==> config.mk <==
export PLATFORM = sky130hd
export DESIGN_NAME = sipo_2to8_flat
export DESIGN_NICKNAME = d
export VERILOG_FILES = /design/src/rtl/valid_ready_std_if.sv /design/src/rtl/sipo_2to8.sv /design/src/flat_wrapper.sv
export SDC_FILE = /design/constraint.sdc
export NUM_CORES = 1
export LEC_CHECK = 0
export CORE_MARGIN = 1.5
export CORE_UTILIZATION = 35
export CTS_CLUSTER_DIAMETER = 60
export CTS_CLUSTER_SIZE = 8
export DETAILED_ROUTE_END_ITERATION = 6
export GPL_TIMING_DRIVEN = 0
export PLACE_DENSITY = 0.63
export SLEW_MARGIN = 20
export SYNTH_ARGS = -nofsm -noshare
export SYNTH_HDL_FRONTEND = slang
export SYNTH_SLANG_ARGS = --single-unit
==> constraint.sdc <==
create_clock -name clk -period 1.25 [get_ports clk]
set_input_delay 0.125 -clock clk [delete_from_list [all_inputs] [get_ports clk]]
set_output_delay 0.125 -clock clk [all_outputs]
set_load 0.02 [all_outputs]
==> src/rtl/valid_ready_std_if.sv <==
`default_nettype none
// ============================================================================
// Module   : valid_ready_std_if
// Purpose  : Generic valid/ready stream bundle with a parameterised payload.
// Modports : master / out - source side (drives data, valid; samples ready)
//            slave  / in  - sink side   (samples data, valid; drives ready)
// Revision : 1.0 - initial release
// ============================================================================
interface valid_ready_std_if #(
  parameter int DATAWIDTH = 8
);
  logic [DATAWIDTH-1:0] data;
  logic                 valid;
  logic                 ready;

  modport master (output data, output valid, input  ready);
  modport slave  (input  data, input  valid, output ready);
  modport out    (output data, output valid, input  ready);
  modport in     (input  data, input  valid, output ready);
endinterface
`default_nettype wire

==> src/rtl/sipo_2to8.sv <==
`default_nettype none
// ============================================================================
// Module   : sipo_2to8
// Purpose  : Reassembles consecutive IN_W-bit valid/ready beats into OUT_W-bit
//            words and presents them on a valid/ready output with one holding
//            register, sustaining one beat per cycle.
// Ports    : clk   - clock, rising edge
//            rst_n - asynchronous active-low reset (synchronous release)
//            din   - narrow input stream  (valid_ready_std_if, modport in)
//            dout  - word output stream   (valid_ready_std_if, modport out)
// Options  : SIPO_LSB_FIRST_EN - when defined, beat k lands in bits
//            [k*IN_W +: IN_W]; otherwise beats are MSB-first.
// Revision : 1.0 - initial release
// ============================================================================
module sipo_2to8 #(
  parameter int IN_W  = 2,
  parameter int OUT_W = 8
) (
  input  wire             clk,
  input  wire             rst_n,
  valid_ready_std_if.in   din,
  valid_ready_std_if.out  dout
);

  localparam int BEATS = OUT_W / IN_W;
  localparam int CW    = (BEATS > 1) ? $clog2(BEATS) : 1;
  localparam logic [CW-1:0] C_LAST = CW'(BEATS - 1);

  // Only the OUT_W-IN_W bits that survive into the next word are stored;
  // the final beat is merged straight into the output register.
  logic [CW-1:0]         r_cnt;
  logic [OUT_W-IN_W-1:0] r_acc;
  logic [OUT_W-1:0]      r_dout_data;
  logic                  r_dout_valid;

  logic                  w_last;
  logic                  w_ready;
  logic                  w_in_xfer;
  logic                  w_out_xfer;
  logic [OUT_W-1:0]      w_word;
  logic [OUT_W-IN_W-1:0] w_acc_next;

  assign w_last = (r_cnt == C_LAST);

  // Non-last beats never stall; the last beat needs a free or draining
  // holding register. dout.ready -> din.ready is the only comb path.
  assign w_ready    = ~w_last | ~r_dout_valid | dout.ready;
  assign w_in_xfer  = din.valid & w_ready;
  assign w_out_xfer = r_dout_valid & dout.ready;

`ifdef SIPO_LSB_FIRST_EN
  // Shift right; the newest beat enters at the top.
  assign w_word     = {din.data, r_acc};
  assign w_acc_next = w_word[OUT_W-1:IN_W];
`else
  // Shift left; the newest beat enters at the bottom.
  assign w_word     = {r_acc, din.data};
  assign w_acc_next = w_word[OUT_W-IN_W-1:0];
`endif

  always_ff @(posedge clk or negedge rst_n) begin
    if (!rst_n) begin
      r_cnt        <= '0;
      r_acc        <= '0;
      r_dout_data  <= '0;
      r_dout_valid <= 1'b0;
    end else begin
      if (w_in_xfer) begin
        r_acc <= w_acc_next;
        r_cnt <= w_last ? '0 : r_cnt + CW'(1);
      end
      // A new word on the draining edge keeps valid high for back-to-back words.
      if (w_in_xfer && w_last) begin
        r_dout_data  <= w_word;
        r_dout_valid <= 1'b1;
      end else if (w_out_xfer) begin
        r_dout_valid <= 1'b0;
      end
    end
  end

  assign din.ready  = w_ready;
  assign dout.data  = r_dout_data;
  assign dout.valid = r_dout_valid;

endmodule
`default_nettype wire

==> src/flat_wrapper.sv <==
// flat-port wrapper written by rule: the top's interface ports become plain ports
module sipo_2to8_flat 
#(
  parameter int IN_W  = 2,
  parameter int OUT_W = 8
)
  (clk, rst_n, din_data, din_valid, din_ready, dout_data, dout_valid, dout_ready);
  valid_ready_std_if #(.DATAWIDTH(IN_W)) din_i ();
  valid_ready_std_if #(.DATAWIDTH(OUT_W)) dout_i ();
  input  wire clk;
  input  wire rst_n;
  input wire logic [$bits(din_i.data)-1:0] din_data;
  input wire logic [$bits(din_i.valid)-1:0] din_valid;
  output wire logic [$bits(din_i.ready)-1:0] din_ready;
  output wire logic [$bits(dout_i.data)-1:0] dout_data;
  output wire logic [$bits(dout_i.valid)-1:0] dout_valid;
  input wire logic [$bits(dout_i.ready)-1:0] dout_ready;
  assign din_i.data = din_data;
  assign din_i.valid = din_valid;
  assign din_ready = din_i.ready;
  assign dout_data = dout_i.data;
  assign dout_valid = dout_i.valid;
  assign dout_i.ready = dout_ready;
  sipo_2to8 #(.IN_W(IN_W), .OUT_W(OUT_W)) u_core (.clk(clk), .rst_n(rst_n), .din(din_i), .dout(dout_i));
endmodule
Yosys cells after proc, flatten, opt, wreduce, memory -nomap -nowiden:

Cells that the tools add are included.
Widths: inputs -> output; s select.

* memories: 0
* logic and storage cells: 17
* ROM bits: 0
* bits in writable memories: 0
* output and inout bits: 10
* bits in latches: 0
* register bits: 17

* reductions and logical operators: 2
* equal/unequal tests: 1
* muxes and demuxes: 3
* order comparisons: 0
* shift-type cells: 0
* multipliers: 0
* bitwise operators: 6
* divide/modulo/power cells: 0
* add/sub/neg operators: 1

Operator list (number)
* $add 2x1->2 const B: 1
* $and 1x1->1: 2
* $eq 2x2->1 const B: 1
* $mux 1: 2
* $mux 2: 1
* $not 1->1: 2
* $or 1x1->1: 2
* $reduce_bool 2->1: 1
* $logic_and 1x1->1: 1

Logic depth before layout (Yosys ltp):

* depth after elaboration: 7
* depth in mapped cells: 4
* gate-level depth less buffers: 4

Worst setup path before layout:

No wires, ideal clock.

* path type: reg-to-reg
* start: register u_core.r_dout_valid, in the netlist u_core.dout.valid
* end: register u_core.r_acc[0]
* period minus slack after synthesis: 1478 ps
* cell stages (with the launch flop): 4
* path buffers: 0
* slack: -228 ps
* arrival time: 1353 ps
* data required time: 1125 ps
* cells stage by stage: dfrtp_1 nand3b_1 nand2_2 mux2_2

* longest elaborated chain between the ends: 4

Ends and longest elaborated chain
* start, declared: RTL line sipo_2to8.sv:34 `logic r_dout_valid;`
* start signal, assigned: RTL line sipo_2to8.sv:66 `r_dout_valid <= 1'b0;`
* start signal, assigned: RTL line sipo_2to8.sv:75 `r_dout_valid <= 1'b1;`
* start signal, assigned: RTL line sipo_2to8.sv:77 `r_dout_valid <= 1'b0;`
* $not 1->1: RTL line sipo_2to8.sv:47 `assign w_ready = ~w_last | ~r_dout_valid | dout.ready;`
* $or 1x1->1 (2 in a row): RTL line sipo_2to8.sv:47
* via din_ready: RTL line flat_wrapper.sv:14 `output wire logic [$bits(din_i.ready)-1:0] din_ready;`
* $and 1x1->1: RTL line sipo_2to8.sv:48 `assign w_in_xfer = din.valid & w_ready;`
* end signal, assigned: RTL line sipo_2to8.sv:69 `r_acc <= w_acc_next;`
* end, declared: RTL line sipo_2to8.sv:32 `logic [OUT_W-IN_W-1:0] r_acc;`

The timed path passes the listed nets, and every way through them passes these cells.
A chain may end at the register's enable or synchronous reset.

Worst setup path after layout:

* start: register u_core.r_cnt[0]
* end: register u_core.r_cnt[1]

* longest elaborated chain between the ends: 5

Ends and longest elaborated chain
* start, declared: RTL line sipo_2to8.sv:31 `logic [CW-1:0] r_cnt;`
* start signal, assigned: RTL line sipo_2to8.sv:70 `r_cnt <= w_last ? '0 : r_cnt + CW'(1);`
* $eq 2x2->1: RTL line sipo_2to8.sv:43 `assign w_last = (r_cnt == C_LAST);`
* $not 1->1: RTL line sipo_2to8.sv:47
* $or 1x1->1 (2 in a row): RTL line sipo_2to8.sv:47
* $and 1x1->1: RTL line sipo_2to8.sv:48

Several ways; a longest one is shown, not always the timed one.

==> run metrics <==
Area Overhead vs Synth=48.68%; Worst Path Required=~1.4 ns; Combinational Power Share=between 40 and 50%; Flop pwr share=about two fifths; Sw Ratio=32.85%; failing checks=setup timing; Initial Utilization=approximately 38%; Tot GR Track Use=roughly 13%; Achievable Freq=around 750 MHz; row count=15; status=finished, violations left; worst min-delay path category=input port to async pin; Clock transition at path regs=~0.090 ns; Unique masters post-synth=11; flop2flop setup slack=-0.09 ns; fin cells=90; Critical Path Start Type=register; clk buf depth=2; top_reg_cell synth=dfrtp_1; Die Wd=46.61 um; CTS sink cnt=17; Top delay family on crit path=flip-flops; Overflow after GRT=0; Synth Cell Area=between 600 and 700 um2; Setup WS post-layout=-0.09119 ns; Die Y=46.61 um; Nets=73; CTS tree=built; GPL Wtd Cong=0.6523; most frequent cell after synthesis=dfrtp_1; first-pass GRT wire length=between 1500 and 2000 um; PwrDens=2262 mW/mm2; Antenna Nets Post-Route=0; CP max stage cell=dfrtp_1; Slowest Stage Delay on Critical Path=0.42 ns; Critical path buffers and inverters=1; RSZ-0062 raised after global routing=yes; n_diodes=0; kind of critical path=register to register; initial antenna violation count=0; dpl cells=between 80 and 90; critical path depth=5; largest net degree at the start of global routing=18; post-DP HPWL=745.1 um; Worst setup EP type=register; root buffer cell=clkbuf_4; Tcrit/Tclk final=107.3%; core box area=approximately 0.0018 mm2; Port Buf Inserts=15; VDD IR max=between 1 and 1.5 mV; WP data arrival=roughly 1.5 ns; Fin. Hold Viols=0; synth cell count leaders=dfrtp_1, mux2_2, inv_1; Syn Inst Count=42; clk_skew=about 0.0036 ns; dominant cells by area after synthesis=dfrtp_1, mux2_2, a21oi_4; layout cell share with drive strength beyond 1=between 40% and 50%; Initial DRC Count=4; Seq cells post-synth=17; Worst-Skew Late Latency=0.28 ns; syn nets=between 40 and 50; Total Power=roughly 2.2 mW; Leak=~0.46 nW; Least-Margin Pin Slew=between 0.7 and 0.8 ns; Crit Path Max Fanout=8; post-DR vias/cell=roughly 4.6; largest area contributor in the netlist=dfrtp_1; syn_area_per_cell=between 15 and 20 um2; routed length per instance=roughly 12 um; Max Slew Vio Count=0; # DRC=0; IO Count=16; hold slack final=around 0.27 ns; vias in the first global route=~420; crit-path cells=ha_4 > nand3b_1 > buf_6 > nand2_8 > mux2_4; Post-synth ARST share=between 90% and 100%; final count of negative-setup-slack endpoints=17; Int Power=approximately 1.5 mW; Tmin final=between 1 and 1.5 ns; max-capacitance violation count=0; Psw=about 0.74 mW; max_slew headroom=between 50% and 60%; Reg2Reg Depth=5; Core Util, Final=a little under three fifths; area share of the largest cell type after synthesis=between 60% and 70%; number of flops mapped to enable cells by yosys=0; Seq/Total Area, Yosys=about 64%; CTS Buf Count=3; 1st-pass router iterations=3; DRT Wirelength=about 1100 um; Clk pwr share=12.6%; # H-tree levels=1; full die area=between 0.002 and 0.0025 mm2; vias=between 400 and 500; Ys Warns=0
[registers in the layout, summed over array words and instances, names as in the netlist]
name / count
u_core.dout.valid: 1
u_core.r_cnt: 2
u_core.dout.data: 8
u_core.r_acc: 6
[kinds of logic (layout without fill, tap and decap cells)]
family | Yosys count | count (layout) | synth area share, %
AO/OA/AOI/OAI | 3 | 3 | 4.511
AND/OR/NAND/NOR | 4 | 4 | 3.195
flip-flops | 17 | 17 | 63.91
buffers and inverters | 2 | 25 | 1.128
adder cells (fa/ha/maj) | 1 | 1 | 1.879
multiplexers | 15 | 15 | 25.38
[power by group through the flow]
stage | combinational (mW) | sequential, mW | clock, mW
6_report | 1.03 | 0.924 | 0.283
5_1_grt | 1.12 | 0.955 | 0.324
4_1_cts | 1.02 | 0.916 | 0.296
3_5_place_dp | 1.02 | 0.936 | 0
3_3_place_gp | 1.01 | 0.925 | 0
2_1_floorplan | 0.464 | 1.09 | 0
[layout by cell type, fill, tap and decap left out]
cell type	instances
a21oi_4	1
a22o_1	1
buf_12	1
buf_2	1
buf_4	2
buf_6	1
clkbuf_1	1
clkbuf_4	3
clkdlybuf4s50_1	5
dfrtp_1	16
dfrtp_2	1
dlygate4sd2_1	9
ha_4	1
inv_1	2
mux2_4	15
nand2_2	1
nand2_8	1
nand3b_1	1
nor2_1	1
o21ai_0	1
[through the flow]
stage | TNS (ns) | setup WS (ns) | cell area [um2]
after CTS | -1.402 | -0.09933 | 979.7
final | -1.296 | -0.09119 | 989.7
after global placement | -4.435 | -0.3901 | 912.1
after floorplan | -2.183 | -0.1816 | 730.7
after global routing | -2.128 | -0.1364 | 989.7
after detailed placement | -4.416 | -0.3849 | 912.1
[worst paths after layout]
| check | from | to |
|---|---|---|
| max | u_core.r_cnt[0] | u_core.r_cnt[1] |
| min | rst_n | u_core.dout.data[6] |
| max reg2reg | u_core.r_cnt[0] | u_core.r_cnt[1] |
| min reg2reg | u_core.dout.data[6] | u_core.dout.data[6] |
| max in group asynchronous | rst_n | u_core.dout.valid |
| min in group clk | dout_ready | u_core.dout.valid |
[per-layer routing]
metal  vias to the layer above  part of all wire [%]  global-route usage, %
met5                         -                     0                      0
met4                         0                     0                  6.667
met3                         0                   5.2                  4.706
met2                        13                    46                  18.89
met1                       207                    48                  18.34
li1                        195                     -                      -
[layout make-up]
class	instances	area [um2]
Clock buffer	4	26.28
Sequential cell	17	426.7
Multi-Input combinational cell	23	317.8
Inverter	2	7.507
Timing Repair Buffer	19	180.2
Tap cell	25	31.28
Fill cell	173	774.5
[repair_timing]
action,in CTS,in global routing
setup buffers,4,0
hold buffers,0,0
endpoints found under the setup margin,25,17
gates cloned,0,0
pin swaps,2,2
resized for setup,16,1
No activity file was read; power rests on OpenSTA's default activity.
==> variant (same settings) <==
`IN_W` is set to 2 in 2 places; all go to 4.
--- a/src/rtl/sipo_2to8.sv
+++ b/src/rtl/sipo_2to8.sv
@@ -14,5 +14,5 @@
 // ============================================================================
 module sipo_2to8 #(
-  parameter int IN_W  = 2,
+  parameter int IN_W  = 4,
   parameter int OUT_W = 8
 ) (
--- a/src/flat_wrapper.sv
+++ b/src/flat_wrapper.sv
@@ -2,5 +2,5 @@
 module sipo_2to8_flat 
 #(
-  parameter int IN_W  = 2,
+  parameter int IN_W  = 4,
   parameter int OUT_W = 8
 )
Interface: changed (resized din_data); port bits go from 16 to 18. No check against the original RTL was run, so the function may have changed too.
==> variant against the original RTL <==
Cell area down 23%; non-clock buffer count down 1; routed wire length down 8.6%; area after synthesis down 19%; worst setup slack better by 0.11 ns; sequential cell count down 3; worst hold slack worse by 0.040 ns; critical endpoint is now u_core.dout.data[7]; highest routed layer is now met4.
Power is not compared: it rests on default switching activity, and its combinational part moved more than twofold at a synthesized area within 25%.
==> variant: results (changes against the original RTL) <==
stage,metric,value,unit,change
outcome,status,finished clean,,
finish,layout net count,66,,-9.6%
route,WL/cell,14.3,um,+14%
setup_path,Worst EP arrival,1.39,ns,-0.12 ns
logic_synthesis,async set-reset flop share out of synthesis,100,%,unchanged
placed_design,hpwl dp,807,um,+8.3%
placed_design,port bufs,17,,+2
clocking,H-tree levels,1,,unchanged
route,Detail Route Antenna Nets,0,,unchanged
timing,Slew Limit Headroom,59.0,%,+7.5 points
logic_synthesis,net count after synthesis,43,,-12%
route,Via density,5.14,,+11%
grt,vias in the first global route,403,,-3.4%
timing,Setup Skew,0.0102,ns,+0.00661 ns
grt,Total GRT Usage,13.8,%,+0.36 points
finish,layout cells sized above 1,36.8,%,-6.2 points
logic_synthesis,"Seq/Total Area, Yosys",65.3,%,+1.4 points
grt,initial antenna violation count,0,,unchanged
job,Max Cap Viol,0,,unchanged
clocking,CTS Root Cell,clkbuf_4,,
placed_design,Placer Congestion,0.631,,-3.3%
logic_synthesis,"top cells by area, synth","dfrtp_1 (65%), mux2_2 (25%), a21oi_4 (3.0%), inv_1 (1.4%), nand2_1 (1.4%)",,
logic_synthesis,Synth cell types,8,,-3
setup_path,CP max FO,9,,+1
clocking,Inserted Clock Buffers,3,,unchanged
grt,first-pass GRT wire length,1750,um,-11%
min_path,Hold WC Path Type,primary input to async pin,,
route,Iter 0 DRT Violations,5,,+1
placed_design,post-placement cell area,729,um2,-20%
logic_synthesis,most frequent cells after synthesis,"dfrtp_1 (14), mux2_2 (12), inv_1 (2), nand2_1 (2), nor2_1 (2)",,
power,maximum VDD drop,768,uV,
finish,Filler Cell Count,123,,-29%
grt,largest net degree at the start of global routing,15,,-3
[variant: cell types whose count changed after synthesis, sizes merged]
cell   before  now
ha          1    0
a22o        1    0
dfrtp      17   14
nor2        1    2
mux2       15   12
[variant: path summary, 6_finish.rpt]
kind / start / end / slack (ns) / cells past startpoint
max: din_valid / u_core.dout.data[7] / 0.02 / 5
min: rst_n / u_core.dout.valid / 0.23 / 1
max reg2reg: u_core.r_cnt / u_core.dout.data[7] / 0.02 / 4
min reg2reg: u_core.dout.data[4] / u_core.dout.data[4] / 0.51 / 1
max in group asynchronous: rst_n / u_core.dout.valid / 0.60 / 1
min in group clk: dout_ready / u_core.dout.valid / 0.47 / 2
[variant: metal layers]
layer / GRT usage [%] / vias up / share of wire [%]
met3: 4.74 / 4 / 6.1
met4: 10.0 / 0 / 2.5
met2: 24.3 / 12 / 59
met5: 0 / - / 0
li1: - / 162 / -
met1: 13.1 / 192 / 33
[variant: logic make-up after synthesis]
group	count (synthesis)	share of synthesized area (%)
DFF	14	65.3
muxes	12	25.2
buffers and inverters	2	1.40
AOI/OAI and AO/OA	2	3.96
and+or+nand+nor	5	4.20
[variant: repair_timing]
action / in CTS / in global routing
setup buffers: 1 / 0
setup endpoints to repair: 18 / 8
cloned: 0 / 0
resized for setup: 13 / 1
[variant: power by group]
group / internal, mW / switching (mW)
clock network: 0.124 / 0.134
logic: 0.244 / 0.254
registers: 0.583 / 0.0723
total: 0.951 / 0.460
[variant: cell type report]
class	count	area, um2	share of cell area (%)
Inverter	2	7.51	0.985
Timing Repair Buffer	18	174	22.8
Tap cell	15	18.8	2.46
Multi-Input combinational cell	19	184	24.1
Sequential cell	14	352	46.1
Clock buffer	4	26.3	3.45
[variant: critical path, cell delays in order]
cell and delay [ns]:
clkdlybuf4s50_1 0.55, nand2_2 0.10, a21oi_4 0.14, buf_12 0.14, mux2_2 0.33
[variant: metrics by stage]
stage / TNS [ns] / std cells / hold WS, ns / setup slack, ns
final: 0 / 72 / 0.226 / 0.0189
after global routing: -0.00132 / 72 / 0.257 / -0.00132
after CTS: 0 / 72 / 0.240 / 0.00166
after detailed placement: -3.47 / 67 / 0.500 / -0.337
after global placement: -2.67 / 67 / 0.482 / -0.262
after floorplan: -0.270 / 35 / -0.171 / -0.0675
